--- src/rtl/uart_transmitter_pkg.sv ---
// Shared definitions for the UART transmit path.
//   - tx_state_e   : transmitter FSM encoding (also exported on tstate)
//   - UART_LC_*    : bit positions inside the line control register
//   - UART_FIFO_*  : default transmit FIFO geometry
//   - word_mask()  : data-bit mask for an LCR word-length code
package uart_transmitter_pkg;

    localparam int unsigned UART_FIFO_DEPTH   = 16;
    localparam int unsigned UART_FIFO_COUNT_W = 5;

    localparam int unsigned UART_LC_SB = 2;
    localparam int unsigned UART_LC_PE = 3;
    localparam int unsigned UART_LC_EP = 4;
    localparam int unsigned UART_LC_SP = 5;
    localparam int unsigned UART_LC_BC = 6;

    typedef enum logic [2:0] {
        s_idle   = 3'd0,
        s_pop    = 3'd1,
        s_start  = 3'd2,
        s_data   = 3'd3,
        s_parity = 3'd4,
        s_stop   = 3'd5
    } tx_state_e;

    // Word length code 0..3 selects 5..8 data bits.
    function automatic logic [7:0] word_mask(input logic [1:0] wl);
        logic [7:0] m;
        unique case (wl)
            2'd0:    m = 8'h1f;
            2'd1:    m = 8'h3f;
            2'd2:    m = 8'h7f;
            default: m = 8'hff;
        endcase
        return m;
    endfunction

endpackage

--- src/rtl/uart_tx_fifo.sv ---
// Synchronous RAM-based transmit FIFO.
// Ports:
//   clk, wb_rst_i   clock, asynchronous active-high reset
//   push, data_in   enqueue strobe and byte; ignored when full unless popping
//   pop             dequeue strobe; ignored when empty
//   flush           synchronous clear; a coinciding push is dropped
//   data_out        current head (combinational read)
//   count           occupancy 0..FIFO_DEPTH
module uart_tx_fifo
    import uart_transmitter_pkg::*;
#(
    parameter int unsigned FIFO_DEPTH = UART_FIFO_DEPTH,
    parameter int unsigned COUNT_W    = UART_FIFO_COUNT_W
) (
    input  logic               clk,
    input  logic               wb_rst_i,
    input  logic               push,
    input  logic               pop,
    input  logic               flush,
    input  logic [7:0]         data_in,
    output logic [7:0]         data_out,
    output logic [COUNT_W-1:0] count
);

    localparam int unsigned PTR_W = $clog2(FIFO_DEPTH);

    logic [7:0]         mem [FIFO_DEPTH];
    logic [PTR_W-1:0]   wr_ptr_q, rd_ptr_q;
    logic [COUNT_W-1:0] count_q;
    logic               do_push, do_pop;

    assign do_pop  = pop && (count_q != '0);
    // A pop in the same clock frees the slot, so a full FIFO still accepts the push.
    assign do_push = push && ((count_q != COUNT_W'(FIFO_DEPTH)) || do_pop);

    always_ff @(posedge clk or posedge wb_rst_i) begin
        if (wb_rst_i) begin
            wr_ptr_q <= '0;
            rd_ptr_q <= '0;
            count_q  <= '0;
        end else if (flush) begin
            wr_ptr_q <= '0;
            rd_ptr_q <= '0;
            count_q  <= '0;
        end else begin
            if (do_push) wr_ptr_q <= wr_ptr_q + 1'b1;
            if (do_pop)  rd_ptr_q <= rd_ptr_q + 1'b1;
            if (do_push && !do_pop)      count_q <= count_q + 1'b1;
            else if (do_pop && !do_push) count_q <= count_q - 1'b1;
        end
    end

    always_ff @(posedge clk) begin
        if (do_push && !flush) mem[wr_ptr_q] <= data_in;
    end

    assign data_out = mem[rd_ptr_q];
    assign count    = count_q;

endmodule

--- src/rtl/uart_transmitter.sv ---
// 16550-style UART transmit path: THR queue plus serialiser.
// Build option: define UART_TX_FIFO_EN for a FIFO_DEPTH-entry FIFO; otherwise a single
// 8-bit holding register (16450 mode). Serial timing is the same in both builds.
// Ports:
//   clk, wb_rst_i   clock, asynchronous active-high reset
//   lcr             line control (word length, stop bits, parity, break)
//   wb_dat_i        byte to enqueue, taken on tf_push
//   enable          16x baud tick
//   tx_reset        synchronous queue flush
//   stx_pad_o       serial line, idles high
//   tf_count        queue occupancy
//   tstate          FSM state
//   tx_empty        queue empty and FSM idle
module uart_transmitter
    import uart_transmitter_pkg::*;
#(
    parameter int unsigned FIFO_DEPTH = UART_FIFO_DEPTH,
    parameter int unsigned COUNT_W    = UART_FIFO_COUNT_W
) (
    input  logic               clk,
    input  logic               wb_rst_i,
    input  logic [7:0]         lcr,
    input  logic [7:0]         wb_dat_i,
    input  logic               tf_push,
    input  logic               enable,
    input  logic               tx_reset,
    output logic               stx_pad_o,
    output logic [COUNT_W-1:0] tf_count,
    output logic [2:0]         tstate,
    output logic               tx_empty
);

    tx_state_e  state_q, state_d;
    logic [4:0] counter16_q, counter16_d;   // 5 bits so the 2-stop length (32) fits
    logic [2:0] bit_counter_q, bit_counter_d;
    logic [7:0] shift_q, shift_d;
    logic       parity_q, parity_d;
    logic [1:0] wl_q, wl_d;
    logic       sb_q, sb_d;
    logic       pe_q, pe_d;
    logic       line_q, line_d;
    logic       tf_pop;
    logic [7:0] tf_head;
    logic [4:0] stop_len;
    logic       par_xor;
    logic       unused_lcr7;

    assign unused_lcr7 = lcr[7];

`ifdef UART_TX_FIFO_EN
    uart_tx_fifo #(
        .FIFO_DEPTH (FIFO_DEPTH),
        .COUNT_W    (COUNT_W)
    ) u_fifo (
        .clk      (clk),
        .wb_rst_i (wb_rst_i),
        .push     (tf_push),
        .pop      (tf_pop),
        .flush    (tx_reset),
        .data_in  (wb_dat_i),
        .data_out (tf_head),
        .count    (tf_count)
    );
`else
    logic [7:0] hold_q;
    logic       hold_full_q;

    always_ff @(posedge clk or posedge wb_rst_i) begin
        if (wb_rst_i) begin
            hold_q      <= 8'h00;
            hold_full_q <= 1'b0;
        end else if (tx_reset) begin
            hold_full_q <= 1'b0;
        end else if (tf_push && (!hold_full_q || tf_pop)) begin
            hold_q      <= wb_dat_i;
            hold_full_q <= 1'b1;
        end else if (tf_pop) begin
            hold_full_q <= 1'b0;
        end
    end

    assign tf_head  = hold_q;
    assign tf_count = COUNT_W'(hold_full_q);
`endif

    // Stop length minus one, in ticks: 16, 24 (1.5 stop with 5-bit word) or 32.
    assign stop_len = !sb_q ? 5'd15 : ((wl_q == 2'd0) ? 5'd23 : 5'd31);
    assign par_xor  = ^(tf_head & word_mask(lcr[1:0]));

    always_comb begin
        state_d       = state_q;
        counter16_d   = counter16_q;
        bit_counter_d = bit_counter_q;
        shift_d       = shift_q;
        parity_d      = parity_q;
        wl_d          = wl_q;
        sb_d          = sb_q;
        pe_d          = pe_q;
        tf_pop        = 1'b0;

        unique case (state_q)
            s_idle: begin
                if (enable && (tf_count != '0) && !tx_reset) state_d = s_pop;
            end
            // Not gated by enable: the pop pulse lasts exactly one clk.
            s_pop: begin
                tf_pop        = 1'b1;
                shift_d       = tf_head;
                wl_d          = lcr[1:0];
                sb_d          = lcr[UART_LC_SB];
                pe_d          = lcr[UART_LC_PE];
                bit_counter_d = {1'b0, lcr[1:0]} + 3'd4;
                counter16_d   = 5'd15;
                unique case ({lcr[UART_LC_SP], lcr[UART_LC_EP]})
                    2'b00:   parity_d = ~par_xor;
                    2'b01:   parity_d = par_xor;
                    2'b10:   parity_d = 1'b1;
                    default: parity_d = 1'b0;
                endcase
                state_d = s_start;
            end
            s_start: begin
                if (enable) begin
                    if (counter16_q == '0) begin
                        counter16_d = 5'd15;
                        state_d     = s_data;
                    end else begin
                        counter16_d = counter16_q - 1'b1;
                    end
                end
            end
            s_data: begin
                if (enable) begin
                    if (counter16_q == '0) begin
                        if (bit_counter_q == '0) begin
                            if (pe_q) begin
                                counter16_d = 5'd15;
                                state_d     = s_parity;
                            end else begin
                                counter16_d = stop_len;
                                state_d     = s_stop;
                            end
                        end else begin
                            counter16_d   = 5'd15;
                            shift_d       = {1'b0, shift_q[7:1]};
                            bit_counter_d = bit_counter_q - 1'b1;
                        end
                    end else begin
                        counter16_d = counter16_q - 1'b1;
                    end
                end
            end
            s_parity: begin
                if (enable) begin
                    if (counter16_q == '0) begin
                        counter16_d = stop_len;
                        state_d     = s_stop;
                    end else begin
                        counter16_d = counter16_q - 1'b1;
                    end
                end
            end
            s_stop: begin
                if (enable) begin
                    if (counter16_q == '0) state_d = s_idle;
                    else                   counter16_d = counter16_q - 1'b1;
                end
            end
            default: state_d = s_idle;
        endcase

        // Line value follows the next state so it changes on the same edge as tstate.
        unique case (state_d)
            s_start:  line_d = 1'b0;
            s_data:   line_d = shift_d[0];
            s_parity: line_d = parity_d;
            default:  line_d = 1'b1;
        endcase
    end

    always_ff @(posedge clk or posedge wb_rst_i) begin
        if (wb_rst_i) begin
            state_q       <= s_idle;
            counter16_q   <= '0;
            bit_counter_q <= '0;
            shift_q       <= '0;
            parity_q      <= 1'b0;
            wl_q          <= '0;
            sb_q          <= 1'b0;
            pe_q          <= 1'b0;
            line_q        <= 1'b1;
        end else begin
            state_q       <= state_d;
            counter16_q   <= counter16_d;
            bit_counter_q <= bit_counter_d;
            shift_q       <= shift_d;
            parity_q      <= parity_d;
            wl_q          <= wl_d;
            sb_q          <= sb_d;
            pe_q          <= pe_d;
            line_q        <= line_d;
        end
    end

    // Break acts on the live LCR so it takes effect mid-frame.
    assign stx_pad_o = line_q & ~lcr[UART_LC_BC];
    assign tstate    = state_q;
    assign tx_empty  = (tf_count == '0) && (state_q == s_idle);

endmodule
--- config.mk ---
export PLATFORM = sky130hd
export DESIGN_NAME = uart_transmitter
export DESIGN_NICKNAME = d
export VERILOG_FILES = /design/src/rtl/uart_transmitter_pkg.sv /design/src/rtl/uart_tx_fifo.sv /design/src/rtl/uart_transmitter.sv
export SDC_FILE = /design/constraint.sdc
export NUM_CORES = 1
export LEC_CHECK = 0
export BUFFER_PORTS_ARGS = -buffer_cell sky130_fd_sc_hd__buf_2
export CAP_MARGIN = 20
export CELL_PAD_IN_SITES_DETAIL_PLACEMENT = 0
export CELL_PAD_IN_SITES_GLOBAL_PLACEMENT = 1
export CORE_MARGIN = 2
export CORE_UTILIZATION = 43
export CTS_CLUSTER_SIZE = 30
export DETAILED_ROUTE_END_ITERATION = 6
export GPL_TIMING_DRIVEN = 1
export MAX_ROUTING_LAYER = met4
export PLACE_DENSITY_LB_ADDON = 0.1
export REMOVE_ABC_BUFFERS = 1
export SLEW_MARGIN = 25
export SYNTH_ARGS = -nofsm -noshare
export SYNTH_HDL_FRONTEND = slang
export SYNTH_SLANG_ARGS = --single-unit
--- constraint.sdc ---
create_clock -name clk -period 2.7 [get_ports clk]
set_input_delay 0 -clock clk [delete_from_list [all_inputs] [get_ports clk]]
set_output_delay 0 -clock clk [all_outputs]
set_load 0.01 [all_outputs]
==> results.ini <==
[synth]
synth_cells=199
synth_top_area_frac=0.4167
synth_area_um2=1982
synthFlopType=dfrtp_1
yosys_warnings=0
synth.avg_cell_area_um2=9.959
async_reset_ff_frac=1.000
synth_edf_count=0
ys_top_cells_by_count=33 x dfrtp_1, 19 x nand2_1, 14 x inv_1
yosysTopAreaCell=dfrtp_1
yosysMostFrequentCell=dfrtp_1
synth_cell_type_count=52
ys_seq_area_frac=0.4299
yosys_register_bits=34
synth_area_leaders=dfrtp_1 42%, mux2_2 4.5%, nand2_1 3.6%

[global_route]
grtUsageMet1=0.2216
grt.met3_usage=0.03472
grt_pass1_vias=1610
antenna_found_initial=0
globalRoute.busiestLayer=met2
grt_use_total=0.1869
grt_use_met2=0.3117
grt_pass1_wl_um=7389
overflow=0
grt_max_degree=35

[sta]
fin_ws_ns=0.5919
slew_violations=0
rsz0062_at_grt=false
relSlewSlack=0.6155
fmax_mhz=474.4
tns_ns=0
finClkSkew_ns=0.003790
worst_slew_pin_slew_ns=0.5768
whs_ns=0.02397
post-route-min-period_ns=2.108
finalCritPeriodShare=0.7808
setup_violations=0
final-hold-violation-count=0

[cts]
holdBufCountCts=15
worstSkewPairLatency_ns=0.28
tritoncts=yes
cts-root-buf=clkbuf_8
clk_pin_slew_ns=0.07
clock-sinks=34
cts-buffers-inserted=5
postCtsSetupBuffers=0
ctsResizeCount=0
cts-htree-levels=2
clockBufferDepth=2

[power]
power_density_nw_per_um2=765.0
totalPowerFinal_mw=1.804
peakVddDrop_uv=456.3
leakagePower_nw=1.072

[cells_and_area]
finalNetCount=265
instances_no_fill=291
fin_area_um2=2359
drive_gt1_frac=0.2385
syn2layout_area_growth_pct=19.00
diodes=0
final_core_util=0.5380

[route]
final_antenna_net_count=0
drt_iter0_markers=137
vias=1614
dr.pass1.iters=4
wirelength_um=4246
routedWlPerCell_um=14.59
route.detailed.drc=0
vias_per_cell=5.546

[worst_setup_path]
worst-setup-path-type=reg -> reg
critical_path.max_stage_delay_ns=0.40
arrival_ns=2.27
required_ns=2.86
worstPathCellList=inv_1 > ha_1 > nor4b_4 > buf_4 > nand3_4 > a21o_1 > a222oi_1 > inv_1
critPathTopFamily=compound AO/OA/AOI/OAI gates
rrSetupSlack_ns=0.59
startpoint_type=flop
crit_slowest_cell=a222oi_1
path_buf_inv=3
cpMostUsedCell=inv_1
cp-end-kind=flop
critPathMaxFanout=11

[floorplanning]
die_h_um=71.89
io_pins=31
coreArea_um2=4384
floorplan.rows=24
dieArea_um2=5168
die_w_um=71.89
start_util=0.4521

[place]
dp.cells=269
port_buffers=25
dp_slack_ns=0.5913
place_area_um2=2130
gp_congestion=0.8230
dpl.hpwl_um=2957

[flow_run]
maxCapViolations=0

[run_status]
status=finished, final reports clean

[min_path]
hp-class=in -> reg

[area by class of cell]
type,count,area [um2]
tap,52,65.06
fill,398,2026
sequential,34,852.1
clock buffer,5,68.82
clock inverter,2,10.01
multi-input combinational,139,997.2
inverter,14,52.55
timing repair buffer,45,312.8
[cells by family after synthesis]
group	Yosys count	share of synthesized area
buffers and inverters	29	0.07260
muxes	8	0.04546
and+or+nand+nor	65	0.1881
adders and majority gates	5	0.03157
DFF	34	0.4299
AOI/OAI and AO/OA	48	0.1837
xor gates and xnor gates	9	0.04672
other	1	0.001892
[layer usage]
| metal | part of all wire | vias up |
|---|---|---|
| met5 | 0 | - |
| met4 | 0.0094 | 0 |
| met3 | 0.038 | 4 |
| met2 | 0.51 | 40 |
| met1 | 0.44 | 783 |
| li1 | - | 787 |
[worst register-to-register path: stages (launching register included)]
cell,delay [ns]
dfrtp_1,0.38
inv_1,0.11
ha_1,0.19
nor4b_4,0.19
buf_4,0.22
nand3_4,0.11
a21o_1,0.32
a222oi_1,0.40
inv_1,0.07
[flip-flops by register name, summed over array words and instances (netlist names), 2 cells and up]
signal         cells
bit_counter_q      3
hold_q             8
wl_q               2
shift_q            8
tstate             3
counter16_q        5
[path summary, 6_finish.rpt]
kind	from	end	cells past startpoint
worst max-delay path	counter16_q[0]	shift_q[1]	8
worst min register to register	wl_q[1]	wl_q[1]	2
max in group asynchronous	wb_rst_i	line_q	4
min in group asynchronous	wb_rst_i	wl_q[0]	4
worst max register to register	counter16_q[0]	shift_q[1]	8
worst min-delay path	lcr[4]	parity_q	3
[power by group]
group	internal, mW	switching, mW
Clock	0.173	0.174
Combinational	0.316	0.279
Sequential	0.687	0.175
Total	1.18	0.628
[placed cells by master, fill, tap and decap left out, types with 3 or more instances in the layout]
cell type      netlist  final
xnor2_1              5      5
dfrtp_1             33     33
ha_1                 5      5
a21oi_1              8      8
nor2_1              11     11
xor2_1               3      3
nand3_1              4      4
buf_4                5      5
nor2b_1              4      4
o32ai_1              3      3
nand2_1             19     19
dlygate4sd3_1        0     15
o21ai_0              9      9
a222oi_1             6      6
mux2_2               8      8
nor3_1               6      6
inv_1               14     14
clkbuf_8             0      5
buf_2                1     25
a211oi_1             3      3
nand2b_1             6      6
a31oi_1              3      3
conb_1               1      4
Power figures use the tool's default switching activity.
